## src/rtl/seg7_pkg.sv

```systemverilog
// Shared constants for the seven-segment scan block: digit count, blank codes, hex decode table.
// Latency: n/a (constants only).
// Backpressure: n/a.
package seg7_pkg;

    localparam int          SEG7_DIGITS = 8;
    localparam logic [6:0]  SEG_OFF     = 7'h7F;
    localparam logic [7:0]  AN_OFF      = 8'hFF;

    // Active-low {g,f,e,d,c,b,a} patterns, indexed by nibble value (entry 15 written first).
    localparam logic [15:0][6:0] HEX_SEG_TBL = {
        7'h0E, 7'h06, 7'h21, 7'h46,   // F E d C
        7'h03, 7'h08, 7'h10, 7'h00,   // b A 9 8
        7'h78, 7'h02, 7'h12, 7'h19,   // 7 6 5 4
        7'h30, 7'h24, 7'h79, 7'h40    // 3 2 1 0
    };

endpackage

```

## src/rtl/seg7_scan_hex_to_seg7.sv

```systemverilog
// Combinational 4-bit nibble to active-low 7-segment pattern decode.
// Latency: 0 cycles (pure combinational).
// Backpressure: none.
//
// Ports:
//   i_nib  4-bit hex digit
//   o_seg  segments {g,f,e,d,c,b,a}, active-low
module hex_to_seg7
    import seg7_pkg::*;
(
    input  logic [3:0] i_nib,
    output logic [6:0] o_seg
);

    assign o_seg = HEX_SEG_TBL[i_nib];

endmodule

```

## src/rtl/seg7_scan.sv

```systemverilog
// Time-multiplexes a latched 32-bit word as 8 hex digits on a common-anode display.
// Latency: value_valid to visible change 1 clk; blank takes effect at the next edge.
// Backpressure: none; value_valid is a strobe and is accepted every cycle it is high.
//
// Ports:
//   clk, rst_n           clock, asynchronous active-low reset
//   value, value_valid   word to display and its latch strobe
//   dp_mask, blank       per-digit decimal points and global blank, both sampled live
//   an, seg, dp          registered active-low digit enables, segments, decimal point
//
// Build option: define SEG7_LZ_BLANK_EN to blank digits above the most significant
// nonzero nibble (digit 0 always lit).
module seg7_scan
    import seg7_pkg::*;
#(
    parameter int CLK_HZ  = 100_000_000,
    parameter int SCAN_HZ = 1000
)(
    input  logic        clk,
    input  logic        rst_n,
    input  logic [31:0] value,
    input  logic        value_valid,
    input  logic [7:0]  dp_mask,
    input  logic        blank,
    output logic [7:0]  an,
    output logic [6:0]  seg,
    output logic        dp
);

    // Clocks per digit slot; must be at least 2.
    localparam int DIV = CLK_HZ / SCAN_HZ;
    localparam int CW  = (DIV > 2) ? $clog2(DIV) : 1;

    logic [CW-1:0] r_cnt;
    logic [2:0]    r_idx;
    logic [31:0]   r_val;

    logic          w_wrap;
    logic [CW-1:0] w_cnt_next;
    logic [2:0]    w_idx_next;
    logic [31:0]   w_val_next;
    logic [3:0]    w_nib;
    logic [6:0]    w_seg;
    logic          w_digit_on;

    assign w_wrap     = (r_cnt == CW'(DIV - 1));
    assign w_cnt_next = w_wrap ? '0 : r_cnt + 1'b1;
    // 3-bit index wraps 7 -> 0 on its own.
    assign w_idx_next = w_wrap ? r_idx + 3'd1 : r_idx;
    // Outputs are built from next-state values so a strobe coinciding with the
    // digit change already shows the new word on the new digit.
    assign w_val_next = value_valid ? value : r_val;
    assign w_nib      = w_val_next[{w_idx_next, 2'b00} +: 4];

    hex_to_seg7 u_dec (
        .i_nib (w_nib),
        .o_seg (w_seg)
    );

`ifdef SEG7_LZ_BLANK_EN
    logic [2:0] w_msn;

    // Highest nonzero nibble; stays 0 for an all-zero word so digit 0 remains lit.
    always_comb begin
        w_msn = 3'd0;
        for (int i = 1; i < SEG7_DIGITS; i++) begin
            if (w_val_next[4*i +: 4] != 4'd0) begin
                w_msn = 3'(i);
            end
        end
    end

    assign w_digit_on = (w_idx_next <= w_msn);
`else
    assign w_digit_on = 1'b1;
`endif

    always_ff @(posedge clk or negedge rst_n) begin
        if (!rst_n) begin
            r_cnt <= '0;
            r_idx <= 3'd0;
            r_val <= 32'd0;
        end else begin
            r_cnt <= w_cnt_next;
            r_idx <= w_idx_next;
            r_val <= w_val_next;
        end
    end

    // Blank only gates the outputs; the scan keeps running underneath.
    always_ff @(posedge clk or negedge rst_n) begin
        if (!rst_n) begin
            an  <= AN_OFF;
            seg <= SEG_OFF;
            dp  <= 1'b1;
        end else if (blank || !w_digit_on) begin
            an  <= AN_OFF;
            seg <= SEG_OFF;
            dp  <= 1'b1;
        end else begin
            an  <= ~(8'h01 << w_idx_next);
            seg <= w_seg;
            dp  <= ~dp_mask[w_idx_next];
        end
    end

endmodule

```

## config.mk

```make
export PLATFORM = sky130hd
export DESIGN_NAME = seg7_scan
export DESIGN_NICKNAME = d
export VERILOG_FILES = /design/src/rtl/seg7_pkg.sv /design/src/rtl/seg7_scan_hex_to_seg7.sv /design/src/rtl/seg7_scan.sv
export SDC_FILE = /design/constraint.sdc
export NUM_CORES = 1
export LEC_CHECK = 0
export CORE_MARGIN = 2
export CORE_UTILIZATION = 49
export DETAILED_ROUTE_END_ITERATION = 7
export GPL_ROUTABILITY_DRIVEN = 0
export PLACE_DENSITY_LB_ADDON = 0.3
export SYNTH_ARGS = -nofsm -noshare
export SYNTH_HDL_FRONTEND = slang
export SYNTH_SLANG_ARGS = --single-unit
```

## constraint.sdc

```tcl
create_clock -name clk -period 3.23 [get_ports clk]
set_input_delay 0.969 -clock clk [delete_from_list [all_inputs] [get_ports clk]]
set_output_delay 0.969 -clock clk [all_outputs]
set_load 0.005 [all_outputs]
```

# Word-level counts from Yosys, hierarchy flattened
# Memory sizes are Yosys's and may differ from the RTL's.
# Cells that the tools add are included.
# W data, S select, Z words.
# totals
register_bits,68
latch_bits,0
ramBits,0
mem_bits_ro,112
in_bits,44
output_inout_bits,16
elab_cells,25
memories,1
# op_classes
addsub,2
n_mul,0
n_div,0
order_cmp,2
n_eq_ne,1
shift,2
n_mux,9
bitwise_logic,2
n_reduce_logical,0
# mem_list
name,words,word_bits,read_ports,rd_clocked_by_memory_dff,write_ports,line_no,source
(no name shown),16,7,1,0,0,seg7_scan_hex_to_seg7.sv:15,assign o_seg = HEX_SEG_TBL[i_nib];
# op_table
cell,n
$mux W32,1
$shiftx A32 B6 Y4,1
$add A17 B1 Y17 const B,1
$eq A17 B17 Y1 const B,1
$mux W17,1
$mux W7,2
$mux W8,1
$not A8 Y8,1
$shl A1 B3 Y8 const A,1
$lt A4 B5 Y1 const B,1
$lt A3 B4 Y1 const B,1
$add A3 B1 Y3 const B,1
$bmux W1 S3,1
$mux W3,1
$mux W1,2
$not A1 Y1,1

# Depth between registers and ports, before layout
# logic_depth
ltp_word,6
depth_mapped,14
depth_no_buf,12

# Hierarchy
# Synthesis repeated with hierarchy kept, for this count alone.
# unflattened
cells_unflattened,352
hier_area_um2,3742.3
# modules_own_cells
module,n_inst,cells_each,area_per_inst_um2,seq_area_each_um2
seg7_scan,1,320,3467.1,1721.7
hex_to_seg7,1,32,275.3,0.0

# Worst setup path before layout
# Ideal clock, no wire load.
# synth_path
path_type,input -> register
startpoint,input port value_valid
endpoint,register seg[0]
setup_time_ps,79
arrival_ps,3759
required_time_ps,3151
path_slack_ps,-608
path_stages,14
n_path_buf,3
path_cell_list,clkbuf_1 buf_1 buf_2 mux2_2 nor2_1 nor4_1 o211ai_1 o311ai_1 nor2_1 inv_1 ha_1 nor2_1 nand4_1 and4_1
# synth_via
elab_chain_cells,5
# synth_rtl
item,line_no,source
start: declaration,seg7_scan.sv:22,"input logic value_valid,"
$mux W32,seg7_scan.sv:52,assign w_val_next = value_valid ? value : r_val;
named net w_val_next[12],seg7_scan.sv:41,logic [31:0] w_val_next;
$shiftx A32 B6 Y4,seg7_scan.sv:53,"assign w_nib = w_val_next[{w_idx_next, 2'b00} +: 4];"
$mem_v2 Z16 W7,--,
$mux W7 (implied by the code),seg7_scan_hex_to_seg7.sv:15,
$mux W7,seg7_scan.sv:96,end else if (blank || !w_digit_on) begin
end signal: assignment,seg7_scan.sv:102,seg <= w_seg;
end: declaration,seg7_scan.sv:26,"output logic [6:0] seg,"
# The timed path passes the listed nets, and every way through them passes these cells. The select of a mux whose other input is x is not followed.

# Final worst setup path
# layout_path
startpoint,register r_cnt[8]
endpoint,register seg[5]
# layout_via
elab_chain_cells,6
# layout_rtl
item,line_no,source
start: declaration,seg7_scan.sv:34,logic [CW-1:0] r_cnt;
start signal: assignment,seg7_scan.sv:84,r_cnt <= w_cnt_next;
$eq A17 B17 Y1,seg7_scan.sv:46,assign w_wrap = (r_cnt == CW'(DIV - 1));
$mux W3,seg7_scan.sv:49,assign w_idx_next = w_wrap ? r_idx + 3'd1 : r_idx;
$shiftx A32 B6 Y4,seg7_scan.sv:53,
$mem_v2 Z16 W7,--,
$mux W7 (implied by the code),seg7_scan_hex_to_seg7.sv:15,
$mux W7,seg7_scan.sv:96,
# Every way passes these cells. The select of a mux whose other input is x is not followed.

==> out/results.ini <==
[synthesis]
synth_edf_count=0
avgSynthCellArea_um2=10.6
synth.distinct_cells=53
synth_nets=401
synth_ff_type=dfrtp_1
ys_ff_latch=68
synthTopCellsByArea=dfrtp_1 35%, dfstp_2 11%, mux2_2 8.8%
netlist_area_um2=3710
yosys_warnings=0
synthArstFlopShare_pct=100
yosysSeqAreaShare_pct=46.4
synth.largest_area_cell=dfrtp_1
synth.top_cell.area_share_pct=35.1
postSynthCellCount=349

[clock_network]
worst_skew_pair.late_latency_ns=0.34
clock-sinks=68
tritoncts=done
clock_path_buffers=2
cts.clk_slew.worst_paths_ns=0.08
clock-root-buffer=clkbuf_8
cts_hold_buf=0
cts_buffers=9
cts_max_level=3

[route]
vias=3216
drtIter0Drc=155
dr.pass1.iters=4
ant_nets=0
wl_mm=9.44
wl_per_cell_um=17.0
viasPerCell=5.79
drc=0

[worst_setup_path]
crit_fanout=15
crit_chain=or4b_4 > or4_4 > buf_8 > o21ai_4 > buf_4 > o211ai_1 > o311ai_4 > nor2_2 > buf_4 > ha_1 > o41ai_2 > o21bai_1
end_kind=register
start_kind=register
critPathMostFrequentCell=buf_4
cpPeakStageDelay_ns=0.56
cpMaxStageDelayCell=or4b_4
crit_arrival_ns=3.39
required_ns=3.50
critical_path_class=register to register

[hold_path]
hold_path.class=register to register

[layout]
final_nets=503
n_antenna_cell=0
fin_cells=555
layout_common_cells=57 x clkdlybuf4s50_1, 52 x dfrtp_1, 44 x buf_4, 42 x nor2_1, 29 x mux2_2
syn2layout_area_growth_pct=35.2
final_common_cell=clkdlybuf4s50_1
drive_above_1_share_pct=28.9
fin_util_pct=68.8

[timing]
finalSetupTns_ns=0
fin_crit_sh_pct=96.6
final_max_slew_viol_count=0
slew_headroom_pct=61.4
hold_viol_final=0
min_period_ns=3.12
finalWorstSetupSlack_ns=0.108
fmax_mhz=320
finClkSkew_ns=0.0116
tightest_slew_ns=0.577
setup_viol=0

[place]
dpl_worst_slack_ns=-0.365
dp.cells=532
dp_hpwl_mm=6.81
portBuffers=59

[floorplan]
num_rows=31
die_height_um=91.0
start_util_pct=50.9
core_um2=7290
die_area_um2=8290
fp.dieW_um=91.0
io_pins=60

[power_and_ir_drop]
seq_power_share_pct=45.8
total_leakage_power_nw=2.17
p_clk_share_pct=38.0
power.net_switching_mw=0.488
ir_drop_v=0.000207
pwr-share-comb_pct=16.1
total_power_mw=2.02
powerDensity_nw_per_um2=403
p_int_mw=1.53
swShare_pct=24.1

[global_routing]
overflow=0
grt_start_max_net_pins=25
grt_pass1_vias=3261
antenna_found_initial=0
track_usage_pct=23.5
grt_pass1_wl_mm=15.6

[run_status]
outcome=complete, no violations

[job]
drv_cap=0

==> registers in the layout, summed over array words and instances (netlist names) <==
signal  count
an          8
r_val      32
seg         7
r_idx       3
r_cnt      17
dp          1
==> power by group through the flow <==
| stage | Clock, mW | Combinational (mW) | Sequential [mW] |
|---|---|---|---|
| 2_1_floorplan | 0 | 0.165 | 0.941 |
| 3_3_place_gp | 0 | 0.304 | 0.940 |
| 3_5_place_dp | 0 | 0.313 | 0.944 |
| 4_1_cts | 0.786 | 0.317 | 0.928 |
| 5_1_grt | 0.823 | 0.353 | 0.933 |
| 6_report | 0.770 | 0.326 | 0.927 |
==> cells in the mapped netlist, types with 3 or more instances <==
| library cell | count |
|---|---|
| a21o_1 | 4 |
| nand3_1 | 12 |
| nor2_1 | 44 |
| o21a_1 | 3 |
| inv_1 | 15 |
| o21ai_1 | 3 |
| a21oi_1 | 10 |
| nor3_1 | 12 |
| and2_1 | 3 |
| clkbuf_1 | 8 |
| and4_1 | 3 |
| xor2_1 | 7 |
| nor4_1 | 10 |
| dfstp_2 | 16 |
| nand4_1 | 8 |
| mux2i_1 | 13 |
| o22ai_1 | 5 |
| o21ai_0 | 4 |
| nand2_1 | 17 |
| and3_1 | 4 |
| dfrtp_1 | 52 |
| mux2_2 | 29 |
| ha_1 | 8 |
| o211ai_1 | 10 |
| mux4_2 | 4 |
| xnor2_1 | 7 |
| buf_2 | 4 |
==> critical path, delay by kind of cell (launching register included) <==
family	cells	cell delay, ns
and+or+nand+nor	3	1.10
AOI/OAI and AO/OA	5	0.90
buffers and inverters	3	0.49
DFF	1	0.38
adders and majority gates	1	0.18
==> routing by layer <==
metal	global-route usage [%]	wire [µm]	share of wire [%]	vias to the layer above
li1	-	-	-	1483
met1	30.0	4040	43	1593
met2	39.7	4710	50	124
met3	4.40	511	5.4	16
met4	9.34	172	1.8	0
met5	0	0	0	-
==> kinds of logic after synthesis <==
| family | count (synthesis) | synth area share [%] |
|---|---|---|
| AOI/OAI and AO/OA | 55 | 10.7 |
| xor gates and xnor gates | 14 | 3.30 |
| adders and majority gates | 8 | 2.70 |
| buffers and inverters | 31 | 3.47 |
| DFF | 68 | 46.4 |
| muxes | 48 | 15.7 |
| and+or+nand+nor | 125 | 17.8 |
==> through the flow <==
stage | hold slack, ns | cell area (µm²)
after floorplan | 0.452 | 3750
after global placement | 0.473 | 4670
after detailed placement | 0.482 | 4670
after CTS | 0.490 | 4900
after global routing | 0.515 | 5020
final | 0.486 | 5020
==> worst paths after layout <==
path,startpoint,to,slack (ns),cells past startpoint
setup / recovery,r_cnt[8]$_DFF_PN0_,seg[5]$_DFF_PN1_,0.11,12
hold / removal,r_cnt[0]$_DFF_PN0_,r_cnt[0]$_DFF_PN0_,0.49,1
setup reg to reg,r_cnt[8]$_DFF_PN0_,seg[5]$_DFF_PN1_,0.11,12
hold reg to reg,r_cnt[0]$_DFF_PN0_,r_cnt[0]$_DFF_PN0_,0.49,1
max in group asynchronous,rst_n,r_val[23]$_DFF_PN0_,1.80,3
min in group asynchronous,rst_n,r_val[6]$_DFF_PN0_,0.60,1
==> repair_timing <==
| item | in CTS | in global routing |
|---|---|---|
| endpoints found under the hold margin | 0 | 0 |
| endpoints found under the setup margin | 0 | 7 |
| buffers inserted | 0 | 6 |
| resized for setup | 0 | 14 |
==> area by class of cell <==
class	instances	area, µm²
Tap cell	99	124
Clock inverter	3	20.0
Inverter	16	60.1
Sequential cell	68	1720
Multi-Input combinational cell	250	1920
Timing Repair Buffer	106	956
Clock buffer	13	213
Fill cell	589	2270
No activity file was read; power rests on OpenSTA's default activity.
